**src/rtl/uart_rx.sv**
```systemverilog
// UART receiver: oversampled start-bit detection, mid-bit sampling of
// DATA_BITS data bits (LSB first) and one stop bit. Emits a one-cycle
// data_valid strobe for good frames and a one-cycle frame_err strobe
// when the stop bit is sampled low.
module uart_rx #(
    parameter int DATA_BITS  = 8,
    parameter int OVERSAMPLE = 16
) (
    input  logic                 clk,
    input  logic                 reset,
    input  logic                 tick,
    input  logic                 rx,
    output logic [DATA_BITS-1:0] data_out,
    output logic                 data_valid,
    output logic                 frame_err,
    output logic                 busy
);

    localparam int TW = $clog2(OVERSAMPLE);
    localparam int BW = $clog2(DATA_BITS);

    localparam logic [TW-1:0] HALF_LAST = TW'(OVERSAMPLE / 2 - 1);
    localparam logic [TW-1:0] FULL_LAST = TW'(OVERSAMPLE - 1);
    localparam logic [BW-1:0] BIT_LAST  = BW'(DATA_BITS - 1);

    typedef enum logic [1:0] {
        IDLE  = 2'd0,
        START = 2'd1,
        DATA  = 2'd2,
        STOP  = 2'd3
    } state_t;

    state_t               state;
    state_t               state_next;

    logic                 sync1;
    logic                 rxs;

    logic [TW-1:0]        tick_cnt;
    logic [BW-1:0]        bit_cnt;
    logic [DATA_BITS-1:0] shift_reg;

    logic                 half_hit;
    logic                 full_hit;
    logic                 last_bit;

    logic [DATA_BITS-1:0] data_out_next;
    logic                 data_valid_next;
    logic                 frame_err_next;
    logic                 busy_next;

    // Two-flop synchronizer; resets to the idle (high) line level.
    always_ff @(posedge clk or posedge reset) begin
        if (reset) begin
            sync1 <= 1'b1;
            rxs   <= 1'b1;
        end else begin
            sync1 <= rx;
            rxs   <= sync1;
        end
    end

    // Sample-point qualifiers, only meaningful on clocks carrying a tick.
    always_comb begin
        half_hit = tick && (tick_cnt == HALF_LAST);
        full_hit = tick && (tick_cnt == FULL_LAST);
        last_bit = (bit_cnt == BIT_LAST);
    end

    // FSM state register.
    always_ff @(posedge clk or posedge reset) begin
        if (reset) begin
            state <= IDLE;
        end else begin
            state <= state_next;
        end
    end

    // FSM next-state logic.
    always_comb begin
        state_next = state;
        case (state)
            IDLE: begin
                if (!rxs) begin
                    state_next = START;
                end else begin
                    state_next = IDLE;
                end
            end
            START: begin
                if (half_hit) begin
                    if (rxs) begin
                        state_next = IDLE;
                    end else begin
                        state_next = DATA;
                    end
                end else begin
                    state_next = START;
                end
            end
            DATA: begin
                if (full_hit && last_bit) begin
                    state_next = STOP;
                end else begin
                    state_next = DATA;
                end
            end
            STOP: begin
                if (full_hit) begin
                    state_next = IDLE;
                end else begin
                    state_next = STOP;
                end
            end
            default: begin
                state_next = IDLE;
            end
        endcase
    end

    // FSM output logic: next values of the registered outputs.
    always_comb begin
        data_valid_next = 1'b0;
        frame_err_next  = 1'b0;
        data_out_next   = data_out;
        case (state)
            STOP: begin
                if (full_hit) begin
                    if (rxs) begin
                        data_valid_next = 1'b1;
                        data_out_next   = shift_reg;
                    end else begin
                        frame_err_next  = 1'b1;
                    end
                end else begin
                    data_valid_next = 1'b0;
                    frame_err_next  = 1'b0;
                end
            end
            default: begin
                data_valid_next = 1'b0;
                frame_err_next  = 1'b0;
            end
        endcase
        busy_next = (state_next != IDLE);
    end

    // Registered outputs so downstream logic sees glitch-free strobes.
    always_ff @(posedge clk or posedge reset) begin
        if (reset) begin
            data_out   <= {DATA_BITS{1'b0}};
            data_valid <= 1'b0;
            frame_err  <= 1'b0;
            busy       <= 1'b0;
        end else begin
            data_out   <= data_out_next;
            data_valid <= data_valid_next;
            frame_err  <= frame_err_next;
            busy       <= busy_next;
        end
    end

    // Oversample counter, bit counter and shift register; advance on ticks only.
    always_ff @(posedge clk or posedge reset) begin
        if (reset) begin
            tick_cnt  <= TW'(0);
            bit_cnt   <= BW'(0);
            shift_reg <= {DATA_BITS{1'b0}};
        end else begin
            case (state)
                IDLE: begin
                    tick_cnt <= TW'(0);
                    bit_cnt  <= BW'(0);
                end
                START: begin
                    if (tick) begin
                        if (tick_cnt == HALF_LAST) begin
                            tick_cnt <= TW'(0);
                            bit_cnt  <= BW'(0);
                        end else begin
                            tick_cnt <= tick_cnt + TW'(1);
                        end
                    end
                end
                DATA: begin
                    if (tick) begin
                        if (tick_cnt == FULL_LAST) begin
                            tick_cnt  <= TW'(0);
                            // Right shift with new bit at the MSB rebuilds LSB-first data.
                            shift_reg <= {rxs, shift_reg[DATA_BITS-1:1]};
                            if (!last_bit) begin
                                bit_cnt <= bit_cnt + BW'(1);
                            end
                        end else begin
                            tick_cnt <= tick_cnt + TW'(1);
                        end
                    end
                end
                STOP: begin
                    if (tick) begin
                        if (tick_cnt == FULL_LAST) begin
                            tick_cnt <= TW'(0);
                        end else begin
                            tick_cnt <= tick_cnt + TW'(1);
                        end
                    end
                end
                default: begin
                    tick_cnt <= TW'(0);
                    bit_cnt  <= BW'(0);
                end
            endcase
        end
    end

endmodule
```
**config.mk**
```make
export PLATFORM = sky130hd
export DESIGN_NAME = uart_rx
export DESIGN_NICKNAME = d
export VERILOG_FILES = /design/src/rtl/uart_rx.sv
export SDC_FILE = /design/constraint.sdc
export NUM_CORES = 1
export LEC_CHECK = 0
export ABC_AREA = 1
export CAP_MARGIN = 20
export CORE_ASPECT_RATIO = 1.2
export CORE_UTILIZATION = 38
export DETAILED_ROUTE_END_ITERATION = 16
export GPL_TIMING_DRIVEN = 0
export SYNTH_ARGS = -nofsm -noshare
export SYNTH_HDL_FRONTEND = slang
export SYNTH_SLANG_ARGS = --single-unit
```
**constraint.sdc**
```tcl
create_clock -name clk -period 1.2 [get_ports clk]
set_input_delay 0.3 -clock clk [delete_from_list [all_inputs] [get_ports clk]]
set_output_delay 0.3 -clock clk [all_outputs]
set_load 0.03 [all_outputs]
```
Word level (Yosys, flattened, before mapping)
Index checks and enable logic that the tools add are counted.
W data, S select, Z words.
{"block": "word_totals", "elab_cells": 58, "reg_bits": 30, "inputBits": 4}
{"block": "op_classes", "n_eq_ne": 12, "muxes": 23, "n_addsub": 2, "reduce_logical": 11}
{"op": "$mux W4", "count": 4}
{"op": "$mux W3", "count": 5}
{"op": "$pmux W4 S3", "count": 1}
{"op": "$ne A2 B2 Y1 const B", "count": 5}
{"op": "$pmux W3 S3", "count": 1}
{"op": "$mux W1", "count": 8}
{"op": "$pmux W2 S4", "count": 1}
{"op": "$mux W2", "count": 3}
{"op": "$reduce_and A3 Y1", "count": 2}
{"op": "$reduce_and A6 Y1", "count": 1}
{"op": "$add A4 B1 Y4 const B", "count": 1}
{"op": "$eq A2 B2 Y1 const B", "count": 2}
{"op": "$eq A4 B3 Y1 const B", "count": 1}
{"op": "$eq A4 B4 Y1 const B", "count": 1}
{"op": "$add A3 B1 Y3 const B", "count": 1}
{"op": "$eq A3 B3 Y1 const B", "count": 1}
{"op": "$logic_and A1 B1 Y1", "count": 3}
{"op": "$reduce_bool A3 Y1", "count": 1}
{"op": "$eq A2 B1 Y1 const B", "count": 1}
{"op": "$logic_not A2 Y1", "count": 1}
{"op": "$ne A2 B1 Y1 const B", "count": 1}
{"op": "$reduce_and A2 Y1", "count": 1}
{"op": "$reduce_bool A2 Y1", "count": 1}
{"op": "$reduce_or A2 Y1", "count": 1}

Logic depth before layout (Yosys ltp)
Gate-level depths: netlist of the first run.
{"block": "depth", "ltp_word": 6, "mapped_depth": 8, "mapped_depth_nobuf": 8}

Least setup slack after synthesis of the first run
Ideal clock, no wire load.
{"block": "synth_timing", "path_kind": "register to register", "from": "register bit_cnt[0]", "to": "register bit_cnt[0]", "path_stages_with_launch": 9, "t_required_ns": 1.083, "path_buffers": 0, "setup_ns": 0.117, "t_arrival_ns": 1.189, "synth_period_minus_slack_ns": 1.305, "setup_slack_ns": -0.105, "cell_sequence": "dfrtp_1 > ha_1 > ha_1 > nand3_1 > nand3_1 > nor2_2 > nand2_2 > nand2_1 > nand2_1"}
{"block": "synth_between", "elab_chain_len": 5}
{"element": "start, declared", "line": "40", "text": "logic [BW-1:0] bit_cnt;"}
{"element": "start signal, assigned", "line": "192", "text": "bit_cnt <= bit_cnt + BW'(1);"}
{"element": "$add A3 B1 Y3", "line": "192"}
{"element": "$mux W3", "line": "191", "text": "if (!last_bit) begin"}
{"element": "$mux W3", "line": "187", "text": "if (tick_cnt == FULL_LAST) begin"}
{"element": "$mux W3", "line": "186", "text": "if (tick) begin"}
{"element": "$pmux W3 S3", "line": "170", "text": "case (state)"}
Parallel ways exist; a longest one is shown, timed or not. The select of a mux whose other input is x is not followed.
A chain may end at the register's enable or synchronous reset.

Worst setup path in the final report of the first run
{"block": "layout_timing", "from": "register bit_cnt[1]", "to": "register bit_cnt[0]"}
{"block": "layout_between", "elab_chain_len": 3}
{"element": "$eq A3 B3 Y1", "line": "67", "text": "last_bit = (bit_cnt == BIT_LAST);"}
{"element": "$ne A2 B2 Y1 (no line)"}
{"element": "$reduce_and A6 Y1 (no line)"}
No other way between the ends.

==> metrics.cfg, run 1 <==
[global_route]
grt_max_degree = 21
grt_pass1_wl_um = 4560
grtUsageMet3 = 0.0517
grt_pass1_vias = 1024
met2_usage = 0.262
overflow = 0
grtUsageTotal = 0.163
antenna_found_initial = 0
grt_use_met1 = 0.196
busiest_layer = met2

[placed_design]
io_buffers = 14
placed_area_um2 = 1600
dp_slack_ns = -0.511
place_congestion = 0.832
dpl.hpwl_um = 1770

[min_path]
holdPathStages = 0
hold_class = reg -> reg
worstHoldEndpoint = rxs
holdCritStartpoint = sync1

[floorplan]
fp-row-count = 23
core_um2 = 3370
io_pins = 15
fp.dieH_um = 67.3
die_area_um2 = 3800
die_x_um = 56.4
initial_utilization = 0.401

[clock_tree]
cts_tree = built
cts.sinks = 30
cts.clk_slew.worst_paths_ns = 0.06
worstSkewPairLatency_ns = 0.28
ctsHoldBuffers = 0
clock_path_buffers = 2
cts_htree_levels = 2
cts_buffers = 5
cts-root-buf = clkbuf_8

[worst_setup_path]
end_kind = register
cp_slowest_cell = dfrtp_1
critPathRequiredTime_ns = 1.37
slowest_delay_ns = 0.39
cp_max_fo = 4
worstSetupPathType = reg -> reg
crit_chain = ha_2, ha_4, nand3_2, nand3_2, nor2_4, nand2_2, nand2_1, nand2_1
r2r_end = bit_cnt[0]
cp_top_family = simple AND/OR/NAND/NOR gates
worst-path-stages = 8
worstSetupStartpointType = register
worst_r2r_startpoint = bit_cnt[1]
crit_buf_inv = 0
reg2reg_depth = 8
r2r_slack_ns = -0.17
arrival_ns = 1.55

[logic_synthesis]
synth_warnings = 0
netlist.area_leader.share = 0.519
yosysTopAreaCell = dfrtp_1
ys_top_cells_by_area = dfrtp_1 (52%), nand2_1 (11%), inv_1 (5.0%), o21ai_2 (4.5%), dfstp_2 (3.9%)
synthArstFlopShare = 1.00
ys_ff_latch = 30
syn_nets = 151
synth.most_common_cell = nand2_1
synthTopCellsByCount = nand2_1 (39), dfrtp_1 (28), inv_1 (18)
synth.distinct_cells = 22
synth_area_um2 = 1350
yosysSeqAreaShare = 0.558
synth_edf_count = 0
synthCells = 144
syn_area_per_cell_um2 = 9.38
synth_ff_type = dfrtp_1

[detailed_routing]
ant_nets = 0
wl_per_cell_um = 12.7
remaining_drc_errors = 0
drt-pass1-iter-count = 6
vias_per_cell = 4.93
drt_iter0_drc = 16
drt_wl_total_um = 2770
num_vias = 1074

[timing]
fin_crit_ns = 1.37
finalHoldViolations = 0
slew_headroom = 0.646
rsz0062_at_grt = true
clock.fmax_mhz = 727
finalSetupViolCount = 24
clock_skew_ns = 0.00715
fin_ws_ns = -0.175
whs_ns = 0.354
fin_crit_sh = 1.15
setup_tns_ns = -2.04
worst_pin_slew_ns = 0.531
drv_slew = 0

[pwr]
swShare = 0.314
vdd_ir_drop_max_uv = 1180
intPower_mw = 2.06
p_clk_frac = 0.271
p_per_area_nw_per_um2 = 1560
power_leakage_nw = 0.960
netSwitchingPower_uw = 941
p_comb_frac = 0.259
pwr-share-seq = 0.470

[layout]
drive_above_1_share = 0.497
fill_cells = 306
nets = 187
syn2layout_area_growth_pct = 42.1
antenna_cells = 0
fin_area_um2 = 1920

[job]
drv_cap = 0

[run_status]
status = finished, violations left
violations = negative setup slack

-- cell families (layout without fill, tap and decap cells) --
group	count (synthesis)	in the layout	share of synthesized area
AOI/OAI and AO/OA	22	22	0.101
xor gates and xnor gates	1	1	0.00649
adders and majority gates	3	3	0.0278
buffers and inverters	23	60	0.0751
DFF	30	30	0.558
and+or+nand+nor	65	65	0.232
-- power groups by stage --
stage	sequential [mW]	clock, mW	combinational (mW)
after floorplan	1.36	0	0.394
after global placement	1.38	0	0.462
after detailed placement	1.39	0	0.505
after CTS	1.38	0.847	0.643
after global routing	1.43	0.888	0.862
final	1.41	0.812	0.777
-- worst reg2reg max path: cells and delay by family (launching register included) --
kind                       cells  cell delay (ns)
and+or+nand+nor                6             0.52
DFF                            1             0.39
adders and majority gates      2             0.35
-- area by class of cell --
type | instances | area, um2 | share of cell area
plain buffers | 2 | 31.3 | 0.0163
clock buffers | 7 | 86.3 | 0.0450
clock inverters | 1 | 5.00 | 0.00261
inverters | 21 | 86.3 | 0.0450
multi-input cells | 91 | 649 | 0.339
flip-flops and latches | 30 | 754 | 0.393
well taps | 37 | 46.3 | 0.0241
repair buffers | 29 | 259 | 0.135
-- how the worst max path moves through the flow --
stage	slack [ns]	start	end
6_report	-0.17	bit_cnt[1]	bit_cnt[0]
5_1_grt	-0.23	bit_cnt[1]	bit_cnt[1]
4_1_cts	-0.12	bit_cnt[1]	bit_cnt[1]
3_5_place_dp	-0.51	tick	data_out[3]
3_3_place_gp	-0.49	tick	data_out[4]
2_1_floorplan	-0.07	tick_cnt[0]	data_out[3]
-- per-stage QoR --
stage	total power, mW	cells	util
floorplan	1.75	144	-
global placement	1.84	195	0.466
detailed placement	1.89	196	0.474
CTS	2.87	213	0.538
global route	3.18	218	0.570
finish	3.00	218	0.570
-- what timing repair did --
item                                    in CTS  in global routing
setup buffers                                8                  5
gates cloned                                 1                  0
endpoints found under the setup margin      35                 29
pin swaps                                    8                  7
gates resized for setup                     83                 32
-- cells in the final DEF, fill, tap and decap left out --
cell type        instances
dfrtp_1                 27
clkdlybuf4s50_1          2
clkbuf_1                 1
nand4_4                  1
nor3_2                   1
dlygate4sd2_1            1
o21ai_0                  1
nor2_4                   3
nand2_4                  5
buf_4                    9
o21ai_2                 13
dfrtp_2                  1
buf_12                   2
dfstp_2                  2
inv_2                    2
inv_4                    1
clkinv_2                 1
buf_16                   1
clkinv_4                 1
buf_6                    7
nor3_1                   1
buf_2                    8
ha_4                     2
nand3_4                  1
inv_1                   17
ha_2                     1
a21oi_2                  1
nand2_2                 16
nor2_2                   2
nand3_2                  2
clkbuf_4                 1
o21ai_1                  6
nand2_1                 21
a21oi_1                  1
nor2_1                   4
nand3b_1                 1
clkbuf_8                 6
xor2_1                   1
nand3_1                  7
-- routing by layer --
metal	wire length [um]	vias to the layer above	share of wire
met5	0	-	0
met4	65	0	0.024
met3	98	7	0.035
met2	1360	18	0.49
met1	1240	523	0.45
li1	-	526	-
Note: power is estimated with default switching activity, not from simulation.
==> run 2, diff against run 1 <==
- SKIP_CTS_REPAIR_TIMING: default -> 1
==> metrics.cfg, run 2 (synthesis results as in run 1) <==
[global_route]
grtUsageMet3 = 0.0517
grtUsageTotal = 0.150
grt_pass1_wl_um = 4170
busiest_layer = met2
grt_use_met1 = 0.180
overflow = 0
grt_pass1_vias = 938
antenna_found_initial = 0
met2_usage = 0.235
grt_max_degree = 21

[layout]
nets = 183
drive_above_1_share = 0.373
syn2layout_area_growth_pct = 31.1
fin_cells = 214
fin_area_um2 = 1770
antenna_cells = 0
fill_cells = 320
layout_common_cells = nand2_1 (35), dfrtp_1 (27), inv_1 (18)
layout.cells.most_common = nand2_1
final_core_util = 0.526

[job]
drv_cap = 0

[floorplan]
die_area_um2 = 3800
fp-row-count = 23
io_pins = 15
die_x_um = 56.4
fp.dieH_um = 67.3
core_um2 = 3370
initial_utilization = 0.401

[detailed_routing]
ant_nets = 0
num_vias = 1047
drt_iter0_drc = 32
drt_wl_total_um = 2580
remaining_drc_errors = 0
vias_per_cell = 4.89
wl_per_cell_um = 12.1
drt-pass1-iter-count = 4

[clock_tree]
cts.clk_slew.worst_paths_ns = 0.06
cts_buffers = 5
cts_htree_levels = 2
cts.sinks = 30
worstSkewPairLatency_ns = 0.28
cts_tree = built
clock_path_buffers = 2
cts-root-buf = clkbuf_8

[placed_design]
dpl.cell_count = 196
io_buffers = 14
place_congestion = 0.832
dpl.hpwl_um = 1770
placed_area_um2 = 1600
dp_slack_ns = -0.511

[pwr]
p_per_area_nw_per_um2 = 1600
power_mw = 2.84
power_leakage_nw = 0.890
vdd_ir_drop_max_uv = 1110

[worst_setup_path]
worstSetupStartpointType = register
r2r_slack_ns = -0.13
cp_max_fo = 10
worstSetupPathType = reg -> reg
r2r_end = shift_reg[3]
reg2reg_depth = 6
worst_r2r_startpoint = tick_cnt[1]
end_kind = register
critPathRequiredTime_ns = 1.40
arrival_ns = 1.53

[min_path]
hold_class = reg -> reg
worstHoldEndpoint = rxs
holdCritStartpoint = sync1
holdPathStages = 0

[timing]
fin_crit_sh = 1.11
fin_crit_ns = 1.33
worst_pin_slew_ns = 0.534
slew_headroom = 0.643
fin_ws_ns = -0.129
drv_slew = 0
whs_ns = 0.354
finalSetupViolCount = 23
clock.fmax_mhz = 752
finalHoldViolations = 0
clock_skew_ns = 0.00819
setup_tns_ns = -2.30
rsz0062_at_grt = true

[run_status]
status = finished, violations left
violations = negative setup slack

[run 2: cell count changes in the layout (fill, tap and decap cells not counted), sizes merged]
cell	previous run	this run
buf	27	13
clkbuf	8	18
dlymetal6s2s	0	1
dlygate4sd2	1	0
[run 2: area by class of cell]
class,count,area (um2),share of cell area
Sequential cell,30,754,0.426
Buffer,2,31.3,0.0177
Clock buffer,7,86.3,0.0488
Timing Repair Buffer,25,194,0.110
Tap cell,37,46.3,0.0261
Multi-Input combinational cell,91,574,0.324
Clock inverter,1,5.00,0.00283
Inverter,21,78.8,0.0445
[run 2: report_power, final]
| part | total, mW | leakage, nW | internal (mW) | switching [mW] |
|---|---|---|---|---|
| Sequential | 1.38 | 0.368 | 1.22 | 0.164 |
| Combinational | 0.645 | 0.474 | 0.294 | 0.351 |
| Clock | 0.811 | 0.0482 | 0.461 | 0.350 |
[run 2: worst max path at each step]
stage,depth (start not counted),end,slack (ns),startpoint
2_1_floorplan,7,data_out[3],-0.07,tick_cnt[0]
3_3_place_gp,7,data_out[4],-0.49,tick
3_5_place_dp,7,data_out[3],-0.51,tick
4_1_cts,1,data_out[4],-0.45,data_out[4]
5_1_grt,8,bit_cnt[1],-0.25,tick_cnt[1]
6_report,6,shift_reg[3],-0.13,tick_cnt[1]
[run 2: per-layer routing]
layer / vias to the layer above / share of wire / wire length [um]
li1: 518 / - / -
met1: 504 / 0.45 / 1170
met2: 20 / 0.50 / 1300
met3: 5 / 0.027 / 71
met4: 0 / 0.019 / 50
met5: - / 0 / 0
[run 2: critical path: stages (launching register included)]
cell,delay (ns)
dfrtp_1,0.40
ha_4,0.19
nand4_4,0.15
nor2_4,0.22
buf_6,0.16
nand2_1,0.05
o21ai_1,0.08
==> run 3, diff against run 2 <==
- clock period: 1.2 -> 1.25 ns (I/O delays scaled with it)
==> metrics.cfg, run 3 (synthesis results as in run 1) <==
[floorplan]
fp.dieH_um = 67.3
core_um2 = 3370
die_x_um = 56.4
fp-row-count = 23
die_area_um2 = 3800
initial_utilization = 0.401
io_pins = 15

[layout]
layout_common_cells = nand2_1 (31), dfrtp_1 (27), inv_1 (18)
nets = 186
drive_above_1_share = 0.406
layout.cells.most_common = nand2_1
final_core_util = 0.554
fill_cells = 292
syn2layout_area_growth_pct = 38.3
antenna_cells = 0

[job]
drv_cap = 0

[detailed_routing]
num_vias = 1048
vias_per_cell = 4.83
wl_per_cell_um = 12.5
ant_nets = 0
drt_iter0_drc = 36
drt_wl_total_um = 2710
remaining_drc_errors = 0
drt-pass1-iter-count = 4

[timing]
slew_headroom = 0.662
clock.fmax_mhz = 735
drv_slew = 0
fin_crit_sh = 1.09
clock_skew_ns = 0.00626
finalSetupViolCount = 22
finalHoldViolations = 0
setup_tns_ns = -1.60
worst_pin_slew_ns = 0.507
fin_crit_ns = 1.36
rsz0062_at_grt = true
fin_ws_ns = -0.110

[worst_setup_path]
critPathRequiredTime_ns = 1.43
worstSetupPathType = reg -> reg
slowest_delay_ns = 0.39
reg2reg_depth = 7
cp_slowest_cell = dfrtp_1
arrival_ns = 1.54
crit_buf_inv = 2
r2r_slack_ns = -0.11
worst_r2r_startpoint = tick_cnt[1]
worstSetupStartpointType = register
critPathCapture = data_out[4]
crit_start = tick_cnt[1]
crit_chain = ha_4, nand4_4, inv_2, nand3_4, buf_12, nand2_4, o21ai_2
end_kind = register
r2r_end = data_out[4]
worst-path-stages = 7
cp_max_fo = 7
cp_top_family = flip-flops

[clock_tree]
cts.clk_slew.worst_paths_ns = 0.07
cts_tree = built
cts.sinks = 30
cts_htree_levels = 2
cts-root-buf = clkbuf_8
worstSkewPairLatency_ns = 0.28
clock_path_buffers = 2
cts_buffers = 5

[global_route]
grt_max_degree = 21
overflow = 0
grt_pass1_wl_um = 4330
grt_pass1_vias = 995
grtUsageTotal = 0.153
antenna_found_initial = 0

[placed_design]
io_buffers = 14
place_congestion = 0.814
dp_slack_ns = -0.476
dpl.hpwl_um = 1750

[pwr]
p_per_area_nw_per_um2 = 1490
vdd_ir_drop_max_uv = 908
power_leakage_nw = 0.962

[run_status]
status = finished, violations left
violations = negative setup slack

[min_path]
hold_class = in -> async

==> run 3: through the flow <==
step                      instance area (um2)  power (mW)  hold slack (ns)  cells
final                                    1870        2.78            0.354    217
after floorplan                          1370        1.67            0.317    144
after global placement                   1560        1.76            0.346    195
after global routing                     1870        2.96            0.365    217
after detailed placement                 1590        1.81            0.351    196
after CTS                                1680        2.63            0.360    204
==> run 3: final cells by class <==
cell class / count / area (um2) / share of cell area
Buffer: 2 / 31.3 / 0.0168
Clock buffer: 6 / 82.6 / 0.0442
Clock inverter: 2 / 12.5 / 0.00670
Inverter: 21 / 78.8 / 0.0422
Multi-Input combinational cell: 92 / 604 / 0.324
Sequential cell: 30 / 754 / 0.404
Tap cell: 37 / 46.3 / 0.0248
Timing Repair Buffer: 27 / 256 / 0.137
==> run 3: worst min path at each step <==
stage,endpoint,cells past startpoint
2_1_floorplan,sync1,0
3_3_place_gp,rxs,0
3_5_place_dp,rxs,0
4_1_cts,state[1],2
5_1_grt,rxs,0
6_report,state[1],2
==> run 3: power by group <==
part | leakage [nW] | switching, mW | internal (mW)
registers | 0.368 | 0.167 | 1.17
clock network | 0.0472 | 0.370 | 0.442
logic | 0.548 | 0.336 | 0.291
total | 0.962 | 0.873 | 1.91
==> run 3: layer usage <==
metal,part of all wire,track usage
met3,0.022,0.0364
met2,0.51,0.249
met5,0,0
met4,0.023,0.101
met1,0.45,0.184
